<file path="src/rtl/score_bcd_accumulator.sv">
// -----------------------------------------------------------------------------
// score_bcd_accumulator
//
// Running game score for the Breakout score display. The score is held as
// NUM_DIGITS packed BCD digits. Point awards arrive on a valid/ready handshake
// and are added serially, one digit per clock. Committed digits and per-digit
// leading-zero blank flags feed the seven-segment digit drivers directly.
//
// Optional feature (macro SCORE_CLEAR_EN): adds the synchronous 'clear' input.
// It starts a new game by zeroing the score and aborting any award in flight.
//
// Ports:
//   clock       in   system clock, all state on rising edge
//   reset_L     in   asynchronous active-low reset
//   clear       in   (SCORE_CLEAR_EN only) synchronous new-game clear
//   add_valid   in   award request valid
//   add_amount  in   points to add 0-9 (10-15 clamp to 9)
//   add_ready   out  idle, can accept an award
//   done        out  one-cycle pulse when a new score is committed
//   bcd         out  committed score, digit i at [4i+3:4i], digit 0 = ones
//   blank       out  blank[i]=1 means digit i is a leading zero
//   saturated   out  score reached all nines, sticky until reset
//
// state  | meaning
// -------+----------------------------------------------------------
// IDLE   | waiting for an award, add_ready high
// ADD    | adding one digit per clock, exactly NUM_DIGITS cycles
// -----------------------------------------------------------------------------
module score_bcd_accumulator #(
    parameter int NUM_DIGITS = 4
) (
    input  logic                    clock,
    input  logic                    reset_L,
`ifdef SCORE_CLEAR_EN
    input  logic                    clear,
`endif
    input  logic                    add_valid,
    input  logic [3:0]              add_amount,
    output logic                    add_ready,
    output logic                    done,
    output logic [4*NUM_DIGITS-1:0] bcd,
    output logic [NUM_DIGITS-1:0]   blank,
    output logic                    saturated
);

    localparam int IDX_W = (NUM_DIGITS > 1) ? $clog2(NUM_DIGITS) : 1;

    localparam logic [0:0] S_IDLE = 1'b0;
    localparam logic [0:0] S_ADD  = 1'b1;

    localparam logic [4*NUM_DIGITS-1:0] ALL_NINES = {NUM_DIGITS{4'h9}};
    localparam logic [NUM_DIGITS-1:0]   BLANK_RST = {{(NUM_DIGITS-1){1'b1}}, 1'b0};
    localparam logic [IDX_W-1:0]        LAST_IDX  = IDX_W'(NUM_DIGITS-1);

    logic [0:0]              r_state;
    logic [4*NUM_DIGITS-1:0] r_work;
    logic [3:0]              r_carry;
    logic [IDX_W-1:0]        r_idx;
    logic [4*NUM_DIGITS-1:0] r_bcd;
    logic [NUM_DIGITS-1:0]   r_blank;
    logic                    r_sat;
    logic                    r_done;

    logic                    w_clear;
    logic [3:0]              w_clamped;
    logic [3:0]              w_digit;
    logic [4:0]              w_sum;
    logic                    w_carry_out;
    logic [3:0]              w_new_digit;
    logic [4*NUM_DIGITS-1:0] w_work_next;
    logic [4*NUM_DIGITS-1:0] w_commit;
    logic [NUM_DIGITS-1:0]   w_blank_next;
    logic                    w_last;
    logic                    w_zero_above;

`ifdef SCORE_CLEAR_EN
    assign w_clear = clear;
`else
    assign w_clear = 1'b0;
`endif

    assign w_clamped = (add_amount > 4'd9) ? 4'd9 : add_amount;
    assign w_last    = (r_idx == LAST_IDX);

    // Select the digit currently being updated.
    always_comb begin
        w_digit = 4'd0;
        for (int i = 0; i < NUM_DIGITS; i++) begin
            if (r_idx == IDX_W'(i)) begin
                w_digit = r_work[4*i +: 4];
            end
        end
    end

    // Digit plus carry is at most 9+9=18. For 10..18, sum-10 equals
    // sum+6 modulo 16, which keeps the arithmetic in 4 bits.
    assign w_sum       = {1'b0, w_digit} + {1'b0, r_carry};
    assign w_carry_out = (w_sum > 5'd9);
    assign w_new_digit = w_carry_out ? (w_sum[3:0] + 4'd6) : w_sum[3:0];

    always_comb begin
        w_work_next = r_work;
        for (int i = 0; i < NUM_DIGITS; i++) begin
            if (r_idx == IDX_W'(i)) begin
                w_work_next[4*i +: 4] = w_new_digit;
            end
        end
    end

    // Overflow out of the top digit pins the score at all nines.
    assign w_commit = w_carry_out ? ALL_NINES : w_work_next;

    // A digit above the ones place is blank when it and everything above it is zero.
    always_comb begin
        w_blank_next = '0;
        w_zero_above = 1'b1;
        for (int i = NUM_DIGITS-1; i >= 1; i--) begin
            w_zero_above    = w_zero_above & (w_commit[4*i +: 4] == 4'd0);
            w_blank_next[i] = w_zero_above;
        end
    end

    always_ff @(posedge clock or negedge reset_L) begin
        if (!reset_L) begin
            r_state <= S_IDLE;
            r_work  <= '0;
            r_carry <= 4'd0;
            r_idx   <= '0;
            r_bcd   <= '0;
            r_blank <= BLANK_RST;
            r_sat   <= 1'b0;
            r_done  <= 1'b0;
        end else if (w_clear) begin
            // New game: discards any award in flight or arriving this edge.
            r_state <= S_IDLE;
            r_carry <= 4'd0;
            r_idx   <= '0;
            r_bcd   <= '0;
            r_blank <= BLANK_RST;
            r_sat   <= 1'b0;
            r_done  <= 1'b0;
        end else begin
            r_done <= 1'b0;
            if (r_state == S_IDLE) begin
                if (add_valid) begin
                    r_work  <= r_bcd;
                    r_carry <= w_clamped;
                    r_idx   <= '0;
                    r_state <= S_ADD;
                end
            end else begin
                r_work  <= w_work_next;
                r_carry <= {3'b000, w_carry_out};
                r_idx   <= r_idx + 1'b1;
                if (w_last) begin
                    r_state <= S_IDLE;
                    r_done  <= 1'b1;
                    r_bcd   <= w_commit;
                    r_blank <= w_blank_next;
                    if (w_carry_out) begin
                        r_sat <= 1'b1;
                    end
                end
            end
        end
    end

    assign add_ready = (r_state == S_IDLE);
    assign done      = r_done;
    assign bcd       = r_bcd;
    assign blank     = r_blank;
    assign saturated = r_sat;

endmodule

</file>
<file path="config.mk">
export PLATFORM = sky130hd
export DESIGN_NAME = score_bcd_accumulator
export DESIGN_NICKNAME = d
export VERILOG_FILES = /design/src/rtl/score_bcd_accumulator.sv
export SDC_FILE = /design/constraint.sdc
export NUM_CORES = 1
export LEC_CHECK = 0
export BUFFER_PORTS_ARGS = -buffer_cell sky130_fd_sc_hd__clkbuf_2
export CAP_MARGIN = 5
export CORE_MARGIN = 5
export CORE_UTILIZATION = 40
export CTS_BUF_LIST = sky130_fd_sc_hd__clkbuf_2 sky130_fd_sc_hd__clkbuf_4 sky130_fd_sc_hd__clkbuf_8
export DETAILED_ROUTE_END_ITERATION = 8
export PLACE_DENSITY_LB_ADDON = 0.15
export SYNTH_ARGS = -nofsm -noshare
export SYNTH_HDL_FRONTEND = slang
export SYNTH_SLANG_ARGS = --single-unit
</file>
<file path="constraint.sdc">
create_clock -name clock -period 5.29 [get_ports clock]
set_clock_uncertainty 0.2 [all_clocks]
set_input_delay 0.2645 -clock clock [delete_from_list [all_inputs] [get_ports clock]]
set_output_delay 0.2645 -clock clock [all_outputs]
set_load 0.03 [all_outputs]
</file>
Word-level counts from Yosys, hierarchy flattened

Cells that the tools add are included.

Add/subtract/negate cells: 3
Magnitude comparators: 2
Equality and inequality tests: 3
Muxes and demuxes: 22
Bitwise operators: 3
Reduce and logical (&&, ||, !) cells: 7

Operators with widths:

| cell                                                                  | count |
|---|---|
| 16-bit 2-to-1 mux                                                     | 3 |
| 4-bit 2-to-1 mux                                                      | 12 |
| 4-bit logical NOT                                                     | 3 |
| 4-bit by 4-bit adder with 5-bit output                                | 1 |
| 5-bit by 4-bit > comparator with 1-bit output (second input constant) | 1 |
| 1-bit 2-to-1 mux                                                      | 5 |
| 4-bit by 3-bit adder with 4-bit output (second input constant)        | 1 |
| 2-bit == test (second input constant)                                 | 2 |
| 4-bit > comparator (second input constant)                            | 1 |
| 2-bit 2-to-1 mux                                                      | 2 |
| 3-bit AND reduction                                                   | 1 |
| 2-bit by 1-bit adder with 2-bit output (second input constant)        | 1 |
| 1-bit bitwise AND                                                     | 2 |
| 2-bit by 1-bit == test with 1-bit output (second input constant)      | 1 |
| 2-bit logical NOT                                                     | 1 |
| 2-bit AND reduction                                                   | 1 |
| 2-bit nonzero test                                                    | 1 |
| 1-bit NOT                                                             | 1 |

Register bits: 44
Input port bits: 7
Output and inout port bits: 23
Logic and storage cells: 48

Depth between registers and ports, before layout

Gate-level depths: netlist of run 1.

Word-level depth: 13
Depth in mapped cells: 16
Mapped depth without buffers: 16

Worst setup path after synthesis of run 1

Ideal clock, no wire load.

Kind: register -> register
From: register r_idx[1]
To: register r_work[10]
Setup time: 82 ps
Data arrival time: 3,345 ps
Required time: 5,008 ps
Path slack: 1,663 ps
Stages on the path, launching flop included: 17
Path buffers: 0
Clock period less this slack: 3,627 ps
Cell sequence: dfrtp_1 -> inv_1 -> ha_1 -> inv_1 -> and3_1 -> a21oi_1 -> nor2_1 -> a21oi_1 -> o21ai_0 -> ha_1 -> fa_1 -> xnor2_2 -> ha_1 -> a21oi_4 -> a21oi_4 -> mux2_4 -> a31oi_1

Cells in the longest elaborated chain, start to end: 10
Elaborated cells between the ends (all ways): 14
Those cells by class: add/sub: 2; order compare: 1; eq/ne: 3; mux: 7; reduce/logical: 1

Ends and longest elaborated chain:

| what                                                                                                    | line   | text |
|---|---|---|
| start: declaration                                                                                      | 58     | `logic [IDX_W-1:0] r_idx;` |
| start signal: assignment                                                                                | 154    | `r_idx <= r_idx + 1'b1;` |
| 2-bit logical NOT                                                                                       | 89     | `if (r_idx == IDX_W'(i)) begin` |
| 4-bit 2-to-1 mux (4 in a row)                                                                           | 89     |  |
| 4-bit by 4-bit adder with 5-bit output                                                                  | 97     | `assign w_sum = {1'b0, w_digit} + {1'b0, r_carry};` |
| 4-bit by 3-bit adder with 4-bit output or 5-bit by 4-bit > comparator with 1-bit output (tied branches) | 99, 98 |  |
| 4-bit 2-to-1 mux                                                                                        | 99     | `assign w_new_digit = w_carry_out ? (w_sum[3:0] + 4'd6) : w_sum[3:0];` |
| 4-bit 2-to-1 mux (*)                                                                                    | 104    | `if (r_idx == IDX_W'(i)) begin` |
| 16-bit 2-to-1 mux (*)                                                                                   | 144    | `if (r_state == S_IDLE) begin` |
| end signal: assignment                                                                                  | 146    | `r_work <= r_bcd;` |
| end signal: assignment                                                                                  | 152    | `r_work <= w_work_next;` |
| end: declaration                                                                                        | 56     | `logic [4*NUM_DIGITS-1:0] r_work;` |

Mark *: on every way between the ends. The rest lies on a longest branch, timed or not.
A chain may end at the register's enable or synchronous reset.

Worst setup path after layout of run 1

From: register r_idx[1]
To: register r_work[6]

Same word-level chain as after synthesis.

==> impl_metrics.env, run 1 <==
export IMPL_grt_usage=0.1778
export IMPL_first_pass_iters=6
export IMPL_clkTransAtPathRegs_ps=90
export IMPL_synth_ff_type="dfrtp_1"
export IMPL_worst_pin_slew_ps=711.1
export IMPL_synth_area_top_cells="dfrtp_1, nand2_1, ha_1, a21oi_1, dfstp_2"
export IMPL_multi_input_area_um2=1260
export IMPL_port_buffers=28
export IMPL_drt_wl_total_um=6508
export IMPL_slew_violations=0
export IMPL_die_w_um=88.48
export IMPL_drtIter0Drc=134
export IMPL_num_nets_final=299
export IMPL_start_util=0.4137
export IMPL_synthSimpleGateAreaFrac=0.1346
export IMPL_synth_seq_area_share=0.4485
export IMPL_grt_pass1_vias=1987
export IMPL_drv_cap=0
export IMPL_synth_top_family_by_area="compound AO/OA/AOI/OAI gates"
export IMPL_dieArea_um2=7829
export IMPL_finalHoldViolations=0
export IMPL_synth_area_um2=2464
export IMPL_hp_class="input pin to flop"
export IMPL_arrival_ps=4310
export IMPL_use_met1=0.2570
export IMPL_wl_per_cell_um=18.18
export IMPL_use_met3=0.02886
export IMPL_synth_most_common_cell="dfrtp_1"
export IMPL_syn_avg_cell_area_um2=9.549
export IMPL_fmax_mhz=233.0
export IMPL_hold_buffers=1
export IMPL_met2_usage=0.2767
export IMPL_crit_required_ps=5310
export IMPL_synth_compound_area_share=0.2539
export IMPL_ctsResizeCount=0
export IMPL_cts_root_buf="clkbuf_8"
export IMPL_antennaDiodeCount=0
export IMPL_row_count=28
export IMPL_max_slew_margin_rel=0.5254
export IMPL_post_route_period_util=0.8114
export IMPL_cts_setup_buffers=0
export IMPL_start_kind="flop"
export IMPL_worstSkewPairLatency_ps=300
export IMPL_overflow=0
export IMPL_yosysWarnings=0
export IMPL_postSynth_asyncResetShare=1.000
export IMPL_place_congestion=0.8739
export IMPL_synth_cell_types=49
export IMPL_drtAntennaViolNets=0
export IMPL_die_y_um=88.48
export IMPL_register_area_um2=1105
export IMPL_synth_commonest_cells="dfrtp_1, nand2_1, nor2_1, a21oi_1"
export IMPL_coreArea_um2=5956
export IMPL_drive_gt1_frac=0.2014
export IMPL_htree_levels=2
export IMPL_rsz0062_at_grt="false"
export IMPL_synthAdderAreaFrac=0.05383
export IMPL_setup_viol=0
export IMPL_hpwl_um=4543
export IMPL_grt_pass1_wl_um=10520
export IMPL_endpoint_kind="flop"
export IMPL_nFillCells=587
export IMPL_antenna_found_initial=0
export IMPL_avgViaCountPerCell=5.673
export IMPL_status="completed"
export IMPL_fin_tns_setup_ps=0
export IMPL_cp_max_fo=15
export IMPL_cts_sinks=44
export IMPL_synth_xor_area_frac=0.02336
export IMPL_cts_tree="built"
export IMPL_clockBufferDepth=2
export IMPL_synth_mux_area_frac=0.04418
export IMPL_drc=0
export IMPL_syn_to_final_growth_pct=12.54
export IMPL_top_usage_layer="met2"
export IMPL_synth_edf_count=0
export IMPL_yosys_area_top_type="dfrtp_1"
export IMPL_synthCells=258
export IMPL_ys_ff_latch=44
export IMPL_period_minus_slack_ps=4292
export IMPL_vias=2031
export IMPL_synth_top_cell_area_share=0.4165
export IMPL_critPathKind="flop to flop"
export IMPL_grt_max_degree=45
export IMPL_cts_made_buffers=5
export IMPL_io_pins=30
export IMPL_synth_fp_nets=275
==> state kept, by name, summed over array words and instances, names as in the netlist <==
register and flops:
bcd 16, blank 3, done 1, r_carry 4, r_idx 2, r_state 1
r_work 16, saturated 1
==> path summary, 6_finish.rpt <==
| path | endpoint | cells after the start | slack, ps | from |
|---|---|---|---|---|
| max reg2reg | r_work[6]$_DFFE_PN0P_ | 17 | 1000 | r_idx[1]$_DFFE_PN0P_ |
| max | r_work[6]$_DFFE_PN0P_ | 17 | 1000 | r_idx[1]$_DFFE_PN0P_ |
| min | r_carry[1]$_DFFE_PN0P_ | 3 | 20 | add_amount[1] |
| min in group asynchronous | r_state$_DFF_PN0_ | 3 | 380 | reset_L |
| min reg2reg | saturated$_DFFE_PN0P_ | 1 | 270 | saturated$_DFFE_PN0P_ |
| max in group asynchronous | blank[2]$_DFFE_PN1P_ | 3 | 4130 | reset_L |
==> stage by stage <==
stage | cell area, µm² | util | hold WS [ps] | worst slack [ps] | cells
6_report | 2773 | 0.4655 | 16.00 | 997.7 | 358
5_1_grt | 2773 | 0.4655 | 25.36 | 686.6 | 358
4_1_cts | 2773 | 0.4655 | 11.90 | 1008 | 358
3_5_place_dp | 2659 | 0.4464 | 186.6 | 1055 | 349
3_3_place_gp | 2659 | 0.4464 | 191.9 | 1148 | 349
2_1_floorplan | 2464 | - | -231.1 | 1663 | 258
==> worst max-delay path: stages (launching register included) <==
cell     delay [ps]
dfrtp_1         410
inv_1           100
ha_1            150
buf_4           190
inv_1           140
and3_1          170
a21oi_1         110
nor2_1           50
a21oi_1         140
o21ai_0          90
ha_1            230
fa_1            470
xnor2_2         440
ha_1            360
a21oi_4         100
a21oi_4         290
mux2_4          380
a31oi_1         180
==> cell families (layout without fill, tap and decap cells) <==
family	Yosys count	count (layout)
other	1	1
multiplexers	9	9
adder cells (fa/ha/maj)	10	10
AO/OA/AOI/OAI	92	92
flip-flops	44	44
AND/OR/NAND/NOR	73	73
XOR/XNOR	4	4
buffers and inverters	25	50
==> layout by cell type (no fill, tap or decap), types with 2 or more instances in the layout <==
cell	synthesis	final
a21o_1	5	5
clkbuf_2	0	28
a31oi_1	12	12
inv_1	10	10
nand3b_1	3	3
ha_1	9	9
xnor2_2	2	2
a21oi_4	2	2
o41ai_1	2	2
o21ai_1	6	6
a21oi_1	18	18
o211ai_1	4	4
dfrtp_1	41	41
o31ai_1	6	6
o21ai_0	10	10
o221ai_1	2	2
nor3_1	3	3
nor2b_1	2	2
a21oi_2	2	2
o22a_1	3	3
and3_1	4	4
mux2i_1	6	6
buf_4	1	3
dfstp_2	3	3
o22ai_1	9	9
nand2_1	33	33
nand2b_1	3	3
clkbuf_8	0	7
a32oi_1	4	4
nand3_1	2	2
nor2_1	20	20
==> metal layers <==
| metal | vias to the layer above | part of all wire |
|---|---|---|
| li1 | 987 | - |
| met1 | 991 | 0.49 |
| met2 | 48 | 0.46 |
| met3 | 5 | 0.038 |
| met4 | 0 | 0.0097 |
| met5 | - | 0 |
==> final cells by class <==
type / instances / area share
clock buffer: 8 / 0.03746
timing repair buffer: 32 / 0.06227
tap: 75 / 0.03384
sequential: 44 / 0.3985
inverter: 10 / 0.01354
multi-input combinational: 189 / 0.4544
Power of run 1 is left out: the tool's default activity adds up to more than one toggle a clock period on the data nets, which glitch-free logic cannot reach.
==> run 2, diff against run 1 <==
==> constraint.sdc (replaced) <==
create_clock -name clock -period 3.4 [get_ports clock]
set_clock_uncertainty 0.2 [all_clocks]
set_input_delay 0.17 -clock clock [delete_from_list [all_inputs] [get_ports clock]]
set_output_delay 0.17 -clock clock [all_outputs]
set_load 0.03 [all_outputs]
==> run 2 against run 1 <==
Via count grew 11%. Routed wire length grew 10%. Setup slack lost 980 ps. Critical path depth shrank 2. Hold slack improved by 34 ps. Global-route usage grew 1.8 points. Register-to-register slack got worse by 980 ps. Die area is the same. Count of clock-buffer cells in the layout decreased by 1. Maximum frequency up 27%. Utilization is 8.6 points higher.
==> impl_metrics.env, run 2 (synthesized netlist as in run 1, its figures left out) <==
export IMPL_status="completed"
export IMPL_dp_cells=385
export IMPL_coreArea_um2=5956
export IMPL_mostFrequentLayoutCells="buf_4, dfrtp_1, nand2_1"
export IMPL_start_util=0.4137
export IMPL_io_pins=30
export IMPL_place_congestion=0.9089
export IMPL_hpwl_um=5100
export IMPL_crit_required_ps=3420
export IMPL_drv_cap=0
export IMPL_grt_max_degree=32
export IMPL_num_nets_final=350
export IMPL_rsz0062_at_grt="true"
export IMPL_die_w_um=88.48
export IMPL_worst_pin_slew_ps=806.1
export IMPL_cp_slowest_cell="dfrtp_1"
export IMPL_port_buffers=28
export IMPL_antennaDiodeCount=0
export IMPL_max_slew_margin_rel=0.4626
export IMPL_drive_gt1_frac=0.3593
export IMPL_overflow=0
export IMPL_max_stage_delay_ps=410
export IMPL_cts_tree="built"
export IMPL_grt_usage=0.1962
export IMPL_hp_class="input pin to flop"
export IMPL_drc=0
export IMPL_fmax_mhz=295.3
export IMPL_antenna_found_initial=0
export IMPL_worstSkewPairLatency_ps=290
export IMPL_first_pass_iters=4
export IMPL_critPathKind="flop to flop"
export IMPL_grt_pass1_wl_um=11740
export IMPL_grt_pass1_vias=2261
export IMPL_met2RoutedLength_um=3477
export IMPL_highest_layer="met4"
export IMPL_period_minus_slack_ps=3386
export IMPL_die_y_um=88.48
export IMPL_drt_wl_total_um=7183
export IMPL_avgViaCountPerCell=5.504
export IMPL_wl_per_cell_um=17.56
export IMPL_wl_met1_um=3286
export IMPL_start_kind="flop"
export IMPL_finalHoldViolations=0
export IMPL_htree_levels=2
export IMPL_cts_sinks=44
export IMPL_final_common_cell="buf_4"
export IMPL_row_count=28
export IMPL_fin_tns_setup_ps=0
export IMPL_cp_max_fo=5
export IMPL_wl_met3_um=341
export IMPL_post_route_period_util=0.9960
export IMPL_path_delay_family="compound AO/OA/AOI/OAI gates"
export IMPL_syn_to_final_growth_pct=33.21
export IMPL_drtAntennaViolNets=0
export IMPL_cts_made_buffers=5
export IMPL_path_cells="buf_4 -> ha_4 -> buf_6 -> a21oi_2 -> nor2_1 -> a21oi_1 -> o21ai_1 -> ha_2 -> fa_2 -> xnor2_4 -> and3_4 -> a21oi_4 -> a21oi_4 -> mux2_4 -> a31oi_1"
export IMPL_slew_violations=0
export IMPL_clkTransAtPathRegs_ps=80
export IMPL_dieArea_um2=7829
export IMPL_arrival_ps=3410
export IMPL_endpoint_kind="flop"
export IMPL_cp_common_cell="a21oi_4"
export IMPL_stdcell_count=409
export IMPL_drtIter0Drc=106
export IMPL_cts_root_buf="clkbuf_8"
export IMPL_critPathBufInv=2
export IMPL_setup_viol=0
export IMPL_vias=2251
export IMPL_clockBufferDepth=2
==> run 2: what timing repair did <==
item                                   in CTS  in global routing
gates resized for setup                    12                 10
hold buffers                                6                  0
pin swaps                                  11                  8
endpoints found under the hold margin      32                  0
buffers inserted                            8                  2
setup endpoints to repair                  20                 30
==> run 2: final timing paths <==
check                           slack, ps  cells after the start                  start                      to
worst min register to register        260                      1  saturated$_DFFE_PN0P_   saturated$_DFFE_PN0P_
worst max register to register         10                     15   r_idx[0]$_DFFE_PN0P_   r_work[6]$_DFFE_PN0P_
worst min-delay path                   50                      4          add_amount[0]  r_carry[0]$_DFFE_PN0P_
min in group asynchronous             290                      2                reset_L  r_carry[0]$_DFFE_PN0P_
max in group asynchronous            1920                      3                reset_L    blank[2]$_DFFE_PN1P_
worst max-delay path                   10                     15   r_idx[0]$_DFFE_PN0P_   r_work[6]$_DFFE_PN0P_
==> run 2: metrics by stage <==
step | hold slack [ps] | setup WS, ps | utilization | instance area, µm²
6_report | 50.17 | 13.59 | 0.5511 | 3282
2_1_floorplan | -325.6 | 26.97 | - | 2495
3_3_place_gp | 95.76 | -11.00 | 0.4987 | 2970
5_1_grt | 65.49 | -149.5 | 0.5511 | 3282
3_5_place_dp | 103.1 | -117.2 | 0.4987 | 2970
4_1_cts | 38.49 | -18.28 | 0.5401 | 3217
==> run 2: area by class of cell <==
class / instances / area [µm²]
flip-flops and latches: 44 / 1105
clock buffers: 7 / 83.83
clock inverters: 1 / 5.005
fillers: 559 / 2674
inverters: 10 / 37.54
repair buffers: 83 / 591.8
multi-input cells: 189 / 1365
well taps: 75 / 93.84
==> run 2: layer usage <==
metal	vias up	GRT usage
li1	1089	-
met1	1099	0.2756
met2	56	0.3134
met3	7	0.03445
met4	0	0.05220
met5	-	0
==> run 2: worst reg2reg max path: stages (launching register included) <==
cell     delay [ps]
dfrtp_1         410
buf_4           150
ha_4            160
buf_6           130
a21oi_2         110
nor2_1           50
a21oi_1         140
o21ai_1         100
ha_2            210
fa_2            400
xnor2_4         220
and3_4          250
a21oi_4          50
a21oi_4         250
mux2_4          360
a31oi_1         130
Power of run 2 is left out for the same reason.
==> run 3, diff against run 2 <==
--- a/config.mk
+++ b/config.mk
@@ -12,6 +12,7 @@
 export CTS_BUF_LIST = sky130_fd_sc_hd__clkbuf_2 sky130_fd_sc_hd__clkbuf_4 sky130_fd_sc_hd__clkbuf_8
 export DETAILED_ROUTE_END_ITERATION = 8
 export PLACE_DENSITY_LB_ADDON = 0.15
+export SLEW_MARGIN = 30
 export SYNTH_ARGS = -nofsm -noshare
 export SYNTH_HDL_FRONTEND = slang
 export SYNTH_SLANG_ARGS = --single-unit
==> constraint.sdc (replaced) <==
create_clock -name clock -period 4.1 [get_ports clock]
set_clock_uncertainty 0.2 [all_clocks]
set_input_delay 0.205 -clock clock [delete_from_list [all_inputs] [get_ports clock]]
set_output_delay 0.205 -clock clock [all_outputs]
set_load 0.03 [all_outputs]
==> run 3 against run 2 <==
Routed wire length is 5.7% lower. Maximum frequency is 12% lower. Sequential share of layout area is 5.1 points higher. Largest cell class unchanged.
==> impl_metrics.env, run 3 (synthesized netlist as in run 1, its figures left out) <==
export IMPL_status="completed"
export IMPL_port_buffers=28
export IMPL_drive_gt1_frac=0.2218
export IMPL_wl_per_cell_um=18.40
export IMPL_coreArea_um2=5956
export IMPL_nFillCells=589
export IMPL_htree_levels=2
export IMPL_drv_cap=0
export IMPL_hp_class="input pin to flop"
export IMPL_grt_pass1_vias=2135
export IMPL_max_stage_delay_ps=470
export IMPL_setup_viol=0
export IMPL_stdcell_count=368
export IMPL_antennaDiodeCount=0
export IMPL_die_y_um=88.48
export IMPL_slew_violations=0
export IMPL_cts_setup_buffers=0
export IMPL_max_slew_margin_rel=0.6113
export IMPL_drt_wl_total_um=6773
export IMPL_post_route_period_util=0.9338
export IMPL_finalHoldViolations=0
export IMPL_avgViaCountPerCell=5.658
export IMPL_grt_usage=0.1915
export IMPL_drtIter0Drc=202
export IMPL_period_minus_slack_ps=3829
export IMPL_place_congestion=0.8703
export IMPL_clockBufferDepth=2
export IMPL_cp_max_fo=8
export IMPL_syn_to_final_growth_pct=15.54
export IMPL_cp_common_cell="a21oi_1"
export IMPL_worst_pin_slew_ps=583.1
export IMPL_path_cells="inv_1 -> ha_1 -> and3_1 -> a21oi_1 -> nor2_1 -> a21oi_1 -> o21ai_0 -> ha_1 -> fa_1 -> xnor2_2 -> ha_2 -> a21oi_4 -> a21oi_4 -> mux2_4 -> a21oi_1"
export IMPL_antenna_found_initial=0
export IMPL_die_w_um=88.48
export IMPL_clkTransAtPathRegs_ps=90
export IMPL_path_delay_family="adder cells"
export IMPL_cts_root_buf="clkbuf_8"
export IMPL_start_util=0.4137
export IMPL_hpwl_um=4827
export IMPL_drtAntennaViolNets=0
export IMPL_io_pins=30
export IMPL_final_util=0.4779
export IMPL_start_kind="flop"
export IMPL_crit_required_ps=4130
export IMPL_cp_slowest_cell="fa_1"
export IMPL_critPathKind="flop to flop"
export IMPL_fin_tns_setup_ps=0
export IMPL_dp_cells=356
export IMPL_cts_made_buffers=5
export IMPL_rsz0062_at_grt="false"
export IMPL_cts_tree="built"
export IMPL_num_nets_final=309
export IMPL_fmax_mhz=261.2
export IMPL_critPathBufInv=1
export IMPL_dieArea_um2=7829
export IMPL_row_count=28
export IMPL_final_common_cell="dfrtp_1"
export IMPL_endpoint_kind="flop"
export IMPL_cts_sinks=44
export IMPL_grt_pass1_wl_um=11360
export IMPL_final_area_um2=2846
export IMPL_vias=2082
export IMPL_worstSkewPairLatency_ps=300
export IMPL_overflow=0
export IMPL_arrival_ps=3850
export IMPL_grt_max_degree=45
export IMPL_placed_cell_area_um2=2711
export IMPL_mostFrequentLayoutCells="dfrtp_1, nand2_1, clkbuf_2"
export IMPL_first_pass_iters=4
export IMPL_drc=0
==> run 3: worst min-delay path, cell delays in order <==
cell and delay, ps:
clkbuf_2 70, nand3b_1 80, o21ai_0 70, o21ai_1 100
==> run 3: final timing paths <==
check / startpoint / endpoint / slack (ps) / depth (start not counted)
setup / recovery: r_idx[0]$_DFFE_PN0P_ / r_work[14]$_DFFE_PN0P_ / 270 / 15
hold / removal: add_amount[0] / r_carry[0]$_DFFE_PN0P_ / 70 / 4
setup reg to reg: r_idx[0]$_DFFE_PN0P_ / r_work[14]$_DFFE_PN0P_ / 270 / 15
hold reg to reg: saturated$_DFFE_PN0P_ / saturated$_DFFE_PN0P_ / 260 / 1
max in group asynchronous: reset_L / bcd[15]$_DFFE_PN0P_ / 2980 / 3
min in group asynchronous: reset_L / bcd[9]$_DFFE_PN0P_ / 320 / 3
==> run 3: area by class of cell <==
cell class	instances	area [µm²]	share of cell area
multi-input cells	189	1262	0.4435
well taps	75	93.84	0.03297
clock buffers	6	82.58	0.02901
clock inverters	2	10.01	0.003516
repair buffers	42	255.2	0.08967
flip-flops and latches	44	1105	0.3881
inverters	10	37.54	0.01319
==> run 3: timing repair <==
| action | in CTS | in global routing |
|---|---|---|
| resized for setup | 0 | 1 |
| endpoints found under the hold margin | 44 | 0 |
| hold buffers | 4 | 0 |
| setup endpoints to repair | 0 | 5 |
==> run 3: metal layers <==
layer	part of all wire	GRT usage	vias to the layer above
met3	0.066	0.04097	8
li1	-	-	1003
met4	0.015	0.06731	0
met5	0	0	-
met2	0.46	0.2998	65
met1	0.46	0.2629	1006
==> run 3: stage by stage <==
step	hold WS [ps]	worst slack [ps]
global placement	131.0	320.7
CTS	66.38	222.9
global route	97.50	24.83
floorplan	-290.6	473.1
detailed placement	136.8	250.1
finish	65.67	271.2
Power of run 3 is left out for the same reason.
